File: config.mk
export PLATFORM = sky130hd
export DESIGN_NAME = sat_counter
export DESIGN_NICKNAME = d
export VERILOG_FILES = /design/src/rtl/sat_counter.sv
export SDC_FILE = /design/constraint.sdc
export NUM_CORES = 1
export LEC_CHECK = 0
export CAP_MARGIN = 20
export CORE_AREA = 3 3 40 42
export DETAILED_ROUTE_END_ITERATION = 7
export DIE_AREA = 0 0 43 45
export DONT_BUFFER_PORTS = 1
export PLACE_DENSITY = 0.54
export SLEW_MARGIN = 5
export SYNTH_ARGS = -nofsm -noshare
export SYNTH_HDL_FRONTEND = slang
export SYNTH_SLANG_ARGS = --single-unit
File: constraint.sdc
create_clock -name clk -period 3.7 [get_ports clk]
set_clock_uncertainty 0.05 [all_clocks]
set_input_delay 0.185 -clock clk [delete_from_list [all_inputs] [get_ports clk]]
set_output_delay 0.185 -clock clk [all_outputs]
set_load 0.01 [all_outputs]
File: src/rtl/sat_counter.sv
// sat_counter: saturating up-counter with synchronous clear
module sat_counter #(
    parameter int W = 8
) (
    input  logic         clk,
    input  logic         rst_n,
    input  logic         clr,
    input  logic         inc,
    output logic [W-1:0] cnt
);
    // clear has priority; increment stops at all-ones
    always_ff @(posedge clk or negedge rst_n)
        if (!rst_n) cnt <= '0;
        else if (clr) cnt <= '0;
        else if (inc && cnt != '1) cnt <= cnt + 1'b1;
endmodule

Word level (Yosys, flattened, before mapping)
Index checks and enable logic that the tools add are counted.
{"block": "word_totals", "ff_bits": 8, "inputBits": 4, "elab_cells": 7}
{"block": "classes", "addsub": 1, "n_eq_ne": 1, "muxes": 2, "reduce_logical": 2}
{"cell": "8-bit 2-to-1 mux", "count": 2}
{"cell": "8-bit by 1-bit adder with 8-bit output, second input constant", "count": 1}
{"cell": "8-bit != test, second input constant", "count": 1}
{"cell": "2-bit nonzero test", "count": 1}
{"cell": "1-bit logical AND", "count": 1}

Depth between registers and ports, before layout
Gate-level depths: netlist (run 1).
{"block": "depth", "depth_word": 4, "depth_mapped": 4}

Worst setup path after synthesis (run 1)
OpenSTA, ideal clock, no wires.
{"block": "synth_timing", "kind": "reg2reg", "startpoint": "register cnt[0]", "endpoint": "register cnt[0]", "arrival_ps": 1509, "required_ps": 3525, "path_slack_ps": 2016, "stages_incl_launch_ff": 5, "n_path_buf": 0, "path_cell_list": "dfrtp_1 ha_1 and4_2 a21boi_1 mux2_2"}
{"block": "synth_between", "elab_chain_len": 3, "elab_cells_between_ends": 6}
{"element": "start: declaration", "line": "9", "source": "output logic [W-1:0] cnt"}
{"element": "start signal: assignment", "line": "15", "source": "else if (inc && cnt != '1) cnt <= cnt + 1'b1;"}
{"element": "8-bit by 1-bit adder with 8-bit output / 8-bit != test (equally long branches)", "line": "15"}
{"element": "8-bit 2-to-1 mux / 1-bit logical AND (equally long branches)", "line": "15"}
{"element": "8-bit 2-to-1 mux / 2-bit nonzero test (equally long branches)"}
Several ways; a longest one is shown, not always the timed one. The select of a mux whose other input is x is not followed.
A chain may end at the register's enable or synchronous reset.

Worst setup path in the final report (run 1)
Ends and elaborated chain as after synthesis.

==> results of run 1 <==
## power by group through the flow
stage	Combinational, W	Sequential [W]	Clock (W)
after floorplan	0.00000892	0.0000948	0
after global placement	0.00000745	0.0000956	0
after detailed placement	0.00000719	0.0000957	0
after CTS	0.0000114	0.0000941	0.0000717
after global routing	0.0000131	0.0000948	0.0000756
final	0.0000111	0.0000941	0.0000668
## final cells by class
cell class / count / area (sq um)
multi-input cells: 37 / 247.7
clock buffers: 3 / 22.52
repair buffers: 2 / 20.02
well taps: 15 / 18.77
inverters: 2 / 7.507
flip-flops and latches: 8 / 200.2
fillers: 130 / 768.2
## layer usage
metal / GRT usage (%) / part of all wire (%)
met1: 15.65 / 45
met2: 17.07 / 44
met3: 7.171 / 8.9
met4: 7.229 / 2.2
met5: 0 / 0
## logic make-up after synthesis
kind of cell	after synthesis
simple gates	24
compound gates	9
flops	8
buf+inv	4
mux	3
fa+ha+maj	1
## path summary, 6_finish.rpt
| path | cells after the start | start | end |
|---|---|---|---|
| max in group asynchronous | 1 | rst_n | cnt[5] |
| worst min register to register | 2 | cnt[7] | cnt[7] |
| worst max register to register | 4 | cnt[0] | cnt[0] |
| worst min-delay path | 2 | clr | cnt[1] |
| worst max-delay path | 4 | cnt[0] | cnt[0] |
| min in group asynchronous | 1 | rst_n | cnt[2] |
## critical path, cell delays in order, from the launching register on
cell	delay, ns
dfrtp_1	0.46
ha_1	0.31
and4_2	0.29
a21boi_1	0.22
mux2_2	0.36
## synthesized netlist by cell type
cell	number	share of area (%)
a41oi_1	1	1.9
nor2_1	2	1.6
and4_1	1	1.9
inv_1	2	1.6
nand3_2	1	2.2
a2111oi_0	1	1.9
nand4_1	1	1.3
a21boi_1	1	1.6
buf_2	1	1.1
mux2i_1	1	2.2
ha_1	1	2.7
nor4_1	1	1.3
nand2b_1	3	4.0
dfrtp_1	8	43
and4_2	1	2.2
clkbuf_1	1	0.81
nor2b_1	3	4.0
nand2_1	2	1.6
a31oi_1	1	1.3
a21oi_1	3	3.2
o21ai_0	1	1.1
nor3_1	4	4.3
and3_1	1	1.3
nor3b_1	1	1.6
mux2_2	2	4.9
or3_1	1	1.3
a211oi_1	1	1.6
nand3_1	2	2.2
## through the flow
| stage | util (%) | hold WS [ns] |
|---|---|---|
| floorplan | - | -0.1606 |
| global placement | 36.90 | -0.1604 |
| detailed placement | 36.90 | -0.1603 |
| CTS | 40.21 | 0.04347 |
| global route | 40.21 | 0.07519 |
| finish | 40.21 | 0.05219 |
==> flow_metrics.tcl, run 1 <==
set metrics [dict create \
    status "finished, final reports clean" \
    ctsHoldBuffers 2 \
    largest_register_ffs 8 \
    ios 12 \
    place_inst 62 \
    irDropWorstVdd_mv 0.1393 \
    dpl_cell_area_sq_um 474.2 \
    design_area_sq_um 516.7 \
    crit_fanout 7 \
    setup_viol 0 \
    insertion_delay_ns 0.25 \
    cts_resized 0 \
    dieArea_sq_mm 0.001935 \
    synthXorXnorAreaFrac_pct 0 \
    min_period_ns 1.806 \
    diodes 0 \
    core_area_sq_mm 0.001285 \
    die_w_um 43 \
    setup_ws_ns 1.894 \
    r2r_setup_slack_ns 1.89 \
    fin_cells 67 \
    grt_pass1_wl_mm 1.738 \
    worstHoldPathType "in -> reg" \
    synth-compound-area-share_pct 12.67 \
    preCtsSetupSlack_ns 1.901 \
    final_cell_mix "8 x dfrtp_1, 4 x nor3_1" \
    muxShareOfSynthArea_pct 7.008 \
    layout_commonest_cell "dfrtp_1" \
    synth_seq_cells 8 \
    clkPwrFrac_pct 38.8 \
    yosys_warnings 0 \
    synth_top_family_by_area "simple AND/OR/NAND/NOR gates" \
    gp_congestion 0.7435 \
    grt_use_total_pct 12.64 \
    regMostFlops "cnt" \
    drt_iter0_markers 8 \
    synth_nets 54 \
    drc 0 \
    p_int_w 0.0001325 \
    grt_max_degree 10 \
    worstMarginPinSlew_ns 0.3512 \
    cts_max_path_buffers 2 \
    final_hold_viol_count 0 \
    critical_path_class "reg -> reg" \
    rows 13 \
    slew_headroom_pct 75.98 \
    portBuffers 0 \
    ys_seq_area_share_pct 43.13 \
    cp-start-kind "flip-flop" \
    switchingPower_w 0.00003955 \
    max_cap_violations 0 \
    swShare_pct 22.99 \
    min_period_over_period_pct 48.81 \
    worstPathRequired_ns 3.79 \
    post_cts_buffers 0 \
    overflow 0 \
    yosys.area_share.simple_pct 31.00 \
    fin_nets 59 \
    grt_pass1_vias 389 \
    initial_core_util_pct 36.12 \
    syn-cell-area_sq_um 464.2 \
    worstPathArrival_ns 1.90 \
    rsz0062_at_grt "no" \
    synth_cell_types 28 \
    antenna_found_initial 0 \
    synthAdderAreaFrac_pct 2.695 \
    cts_made_buffers 3 \
    power_frac_comb_pct 6.5 \
    drive_gt1_share_pct 13.46 \
    power_density_mw_per_mm2 333.0 \
    cts-root-buf "clkbuf_4" \
    die_y_um 45 \
    htreeDepth 1 \
    first_pass_iters 4 \
    total_power_w 0.0001721 \
    syn2layout_area_growth_pct 11.32 \
    vias 371 \
    wl_per_cell_um 14.21 \
    cts_tree "yes" \
    leakagePower_nw 0.2076 \
    postRouteAntennaNets 0 \
    totalWireLength_um 952 \
    syn_avg_cell_area_sq_um 9.473 \
    clk_pin_slew_worst_paths_ns 0.05 \
    slew_violations 0 \
    clock_sinks 8 \
    top_regs "cnt (8)" \
    crit_path_end_kind "flip-flop" \
    sequentialPowerShare_pct 54.7 \
    fmax_mhz 553.7 \
    final.setup.tns_ns 0 \
    syn-instance-count 49 \
    vias_per_cell 5.537 \
]
(Power assumes the default switching activity.)
==> run 2, diff against run 1 <==
Clock period 3.7 ns to 1.7 ns, I/O delays scaled along.
==> run 2 against run 1 <==
Worst setup slack worse by 1.8 ns. Sequential power rose by 110%. Design area up 12%. Clock power up 120%. Non-clock buffer count grew 8. Via count increased by 13%. Hold slack worse by 0.027 ns. Fmax increased by 13%. Sequential share of layout area fell by 4.2 points. Largest power group unchanged.
==> flow_metrics.tcl, run 2 (synthesized netlist as in run 1, its figures left out) <==
set metrics [dict create \
    status "finished, final reports clean" \
    r2r_setup_slack_ns 0.11 \
    top_regs "cnt (8)" \
    final_hold_viol_count 0 \
    grt_use_total_pct 15.17 \
    gp_congestion 0.7192 \
    leakagePower_nw 0.2495 \
    cts_made_buffers 3 \
    r2r-start "cnt[0]" \
    rsz0062_at_grt "no" \
    vias_per_cell 5.613 \
    design_area_sq_um 579.3 \
    vias 421 \
    cts_max_path_buffers 2 \
    largest_register_ffs 8 \
    diodes 0 \
    htreeDepth 1 \
    layout_commonest_cell "dfrtp_1" \
    p_int_w 0.0002963 \
    irDropWorstVdd_mv 0.2853 \
    wl_met2_um 531 \
    die_w_um 43 \
    sequentialPowerShare_pct 51.1 \
    drt_iter0_markers 7 \
    post_cts_buffers 0 \
    grt_pass1_wl_mm 2.063 \
    cts-root-buf "clkbuf_4" \
    min_period_ns 1.593 \
    dieArea_sq_mm 0.001935 \
    crit_path_end_kind "flip-flop" \
    min_period_over_period_pct 93.68 \
    rows 13 \
    worstPathRequired_ns 1.79 \
    grt_max_degree 10 \
    dpl_cell_area_sq_um 526.8 \
    critical_path_class "reg -> reg" \
    cp.depth 4 \
    fmax_mhz 627.9 \
    fin_nets 67 \
    core_area_sq_mm 0.001285 \
    max_cap_violations 0 \
    clk_pin_slew_worst_paths_ns 0.05 \
    power_density_mw_per_mm2 669.0 \
    slew_headroom_pct 72.53 \
    portBuffers 0 \
    swShare_pct 23.54 \
    wl_met3_um 80 \
    crit_path_max_incr_delay_ns 0.37 \
    switchingPower_w 0.00009125 \
    cp-start-kind "flip-flop" \
    power_frac_comb_pct 10.8 \
    overflow 0 \
    worst-path-buf-inv 0 \
    drc 0 \
    syn2layout_area_growth_pct 24.80 \
    crit_fanout 5 \
    cts_tree "yes" \
    first_pass_iters 2 \
    setup_viol 0 \
    ios 12 \
    wl_per_cell_um 14.67 \
    die_y_um 45 \
    antenna_found_initial 0 \
    met1Wirelength_um 473 \
    worstPathArrival_ns 1.68 \
    reg2regPathDepth 4 \
    drive_gt1_share_pct 23.33 \
    final.setup.tns_ns 0 \
    timing.rr.end "cnt[0]" \
    top_signal_layer_used "met4" \
    hpwl_um 783.3 \
    slowest_stage "dfrtp_1" \
    insertion_delay_ns 0.25 \
    clkPwrFrac_pct 38.1 \
    path_cells "ha_1 > and4_2 > a21boi_1 > mux2_2" \
    regMostFlops "cnt" \
    final_cell_mix "8 x dfrtp_1, 7 x buf_4, 4 x nor3_1" \
    initial_core_util_pct 36.12 \
    grt_pass1_vias 427 \
    worstSetupEndpoint "cnt[0]" \
    worstMarginPinSlew_ns 0.4107 \
    slew_violations 0 \
    totalWireLength_mm 1.100 \
    postRouteAntennaNets 0 \
    startpoint "cnt[0]" \
    clock_sinks 8 \
    cp_top_family "flip-flops" \
    worstHoldPathType "in -> reg" \
]
-- run 2: changes by cell type in the layout (fill, tap and decap cells not counted) --
cell,before,now
dlygate4sd3_1,2,3
buf_4,0,7
-- run 2: metal layers --
layer	global-route usage [%]	up-vias
li1	-	206
met1	18.18	204
met4	12.65	0
met5	0	-
met3	5.179	2
met2	21.86	9
-- run 2: area by class of cell --
type                            count  area, sq um
Multi-Input combinational cell     37        247.7
Fill cell                         130        705.7
Tap cell                           15        18.77
Timing Repair Buffer               10        82.58
Inverter                            2        7.507
Clock buffer                        3        22.52
Sequential cell                     8        200.2
-- run 2: worst min-delay path by stage --
| stage | slack (ns) | startpoint | endpoint | cells after the start |
|---|---|---|---|---|
| after floorplan | -0.26 | rst_n | cnt[0] | 0 |
| after global placement | -0.26 | rst_n | cnt[2] | 0 |
| after detailed placement | -0.26 | rst_n | cnt[6] | 0 |
| after CTS | 0.02 | clr | cnt[3] | 2 |
| after global routing | 0.02 | clr | cnt[0] | 2 |
| final | 0.03 | clr | cnt[0] | 2 |
-- run 2: power groups by stage --
| stage | clock network, W | logic [W] | registers, W |
|---|---|---|---|
| after global placement | 0 | 0.0000309 | 0.000201 |
| final | 0.000148 | 0.0000419 | 0.000198 |
| after detailed placement | 0 | 0.0000305 | 0.000201 |
| after global routing | 0.000173 | 0.0000474 | 0.000199 |
| after CTS | 0.000159 | 0.0000426 | 0.000198 |
| after floorplan | 0 | 0.0000194 | 0.000206 |
-- run 2: what timing repair did --
action | 4_1_cts | 5_1_grt
setup endpoints to repair | 0 | 0
gates resized for setup | 0 | 0
hold buffers | 3 | 0
hold endpoints to repair | 14 | 0
-- run 2: through the flow --
step	total power, W	setup WS (ns)	hold slack (ns)	std cells	utilization, %
3_5_place_dp	0.0002319	0.1060	-0.2604	69	40.99
2_1_floorplan	0.0002257	0.01592	-0.2606	49	-
4_1_cts	0.0003993	0.09765	0.01837	75	45.08
6_report	0.0003876	0.1074	0.02548	75	45.08
3_3_place_gp	0.0002322	0.1477	-0.2604	69	40.99
5_1_grt	0.0004194	0.02946	0.02354	75	45.08
-- run 2: worst register-to-register path, delay by kind of cell, from the launching register on --
family	cells	cell delay [ns]
multiplexers	1	0.36
adder cells (fa/ha/maj)	1	0.21
flip-flops	1	0.37
AND/OR/NAND/NOR	1	0.26
AO/OA/AOI/OAI	1	0.23
==> run 3, diff against run 2 <==
Settings changed: RECOVER_POWER set to 100.
==> run 3 against run 2 <==
Worst setup slack gained 0.0091 ns. Clock power about the same. Register-to-register slack about the same. Sequential power hardly changed. Critical path type unchanged. Die area unchanged. Fmax up 0.57%. Critical path depth did not move. Combinational power is 11% lower. Design area fell by 4.8%. Global-route usage unchanged.
==> flow_metrics.tcl, run 3 (synthesized netlist as in run 1, its figures left out) <==
set metrics [dict create \
    core_area_sq_mm 0.001285 \
    power_density_mw_per_mm2 699.1 \
    rows 13 \
    syn2layout_area_growth_pct 18.87 \
    p_int_w 0.0002920 \
    switchingPower_w 0.00009379 \
    cts_tree "yes" \
    grt_pass1_wl_mm 2.063 \
    status "finished, final reports clean" \
    totalWireLength_mm 1.099 \
    clk_pin_slew_worst_paths_ns 0.06 \
    grt_pass1_vias 427 \
    power_frac_comb_pct 9.7 \
    final_hold_viol_count 0 \
    drc 0 \
    postRouteAntennaNets 0 \
    first_pass_iters 4 \
    dieArea_sq_mm 0.001935 \
    vias_per_cell 5.667 \
    final.setup.tns_ns 0 \
    fillerInstances 139 \
    portBuffers 0 \
    setup_viol 0 \
    ctsHoldBuffers 3 \
    post_cts_buffers 0 \
    worstPathArrival_ns 1.67 \
    slew_headroom_pct 73.09 \
    clock_sinks 8 \
    clkPwrFrac_pct 39.1 \
    timing.hold.ws_ns 0.02592 \
    die_y_um 45 \
    grt_max_degree 10 \
    insertion_delay_ns 0.26 \
    initial_core_util_pct 36.12 \
    ios 12 \
    utilization_pct 42.94 \
    grt_use_total_pct 15.17 \
    multi_input_area_sq_um 246.5 \
    diodes 0 \
    crit_fanout 5 \
    rsz0062_at_grt "no" \
    htreeDepth 1 \
    worstPathRequired_ns 1.79 \
    r2r-start "cnt[1]" \
    worstMarginPinSlew_ns 0.4023 \
    crit_path_end_kind "flip-flop" \
    regArea_sq_um 200.2 \
    worstSetupEndpoint "cnt[0]" \
    r2r_setup_slack_ns 0.12 \
    min_period_ns 1.584 \
    cp-start-kind "flip-flop" \
    antenna_found_initial 0 \
    leakagePower_nw 0.2200 \
    critical_path_class "reg -> reg" \
    fmax_mhz 631.5 \
    wl_per_cell_um 14.65 \
    die_w_um 43 \
    overflow 0 \
    cts-root-buf "clkbuf_4" \
    layout_commonest_cell "dfrtp_1" \
    gp_congestion 0.7192 \
    startpoint "cnt[1]" \
    worstHoldPathType "in -> reg" \
    timing.rr.end "cnt[0]" \
    hpwl_um 783.3 \
    min_period_over_period_pct 93.15 \
    slew_violations 0 \
    swShare_pct 24.31 \
    largest_register_ffs 8 \
    top_regs "cnt (8)" \
    sequentialPowerShare_pct 51.3 \
    irDropWorstVdd_mv 0.2844 \
    cts_resized 0 \
    drt_iter0_markers 7 \
    vias 425 \
    regMostFlops "cnt" \
    reg2regPathDepth 4 \
    max_cap_violations 0 \
    cts_max_path_buffers 2 \
    final_cell_mix "8 x dfrtp_1, 7 x clkbuf_1, 4 x nor3_1" \
    cts_made_buffers 3 \
    drive_gt1_share_pct 10.00 \
    fin_nets 67 \
]
## run 3: critical path: stages (launching register included)
cell      delay (ns)
dfrtp_1         0.38
ha_1            0.19
and4_1          0.24
a21boi_1        0.24
mux2_2          0.36
## run 3: cell type report
class                   instances  share of cell area (%)
flip-flops and latches          8                   36.28
clock buffers                   3                   4.082
well taps                      15                   3.401
repair buffers                 10                   10.20
inverters                       2                   1.361
multi-input cells              37                   44.67
## run 3: worst min path at each step
| stage | cells after the start | slack [ns] | endpoint | start |
|---|---|---|---|---|
| global placement | 0 | -0.26 | cnt[2] | rst_n |
| global route | 2 | 0.02 | cnt[0] | clr |
| finish | 2 | 0.03 | cnt[0] | clr |
| floorplan | 0 | -0.26 | cnt[0] | rst_n |
| CTS | 2 | 0.02 | cnt[3] | clr |
| detailed placement | 0 | -0.26 | cnt[6] | rst_n |
## run 3: per-layer routing
metal  up-vias  GRT usage [%]  share of wire [%]
li1        207              -                  -
met1       203          18.18                 41
met2        13          21.86                 49
met3         2          5.179                8.6
met4         0          12.65                1.4
met5         -              0                  0
## run 3: through the flow
stage / power (W) / instances / setup WS (ns) / cell area [sq um]
CTS: 0.0003993 / 75 / 0.09765 / 579.3
finish: 0.0003858 / 75 / 0.1164 / 551.8
detailed placement: 0.0002319 / 69 / 0.1060 / 526.8
global placement: 0.0002322 / 69 / 0.1477 / 526.8
global route: 0.0004150 / 75 / 0.03704 / 551.8
floorplan: 0.0002257 / 49 / 0.01592 / 464.2
## run 3: power groups by stage
stage	clock, W	sequential, W	combinational (W)
4_1_cts	0.000159	0.000198	0.0000426
3_3_place_gp	0	0.000201	0.0000309
6_report	0.000151	0.000198	0.0000372
2_1_floorplan	0	0.000206	0.0000194
3_5_place_dp	0	0.000201	0.0000305
5_1_grt	0.000173	0.000198	0.0000431
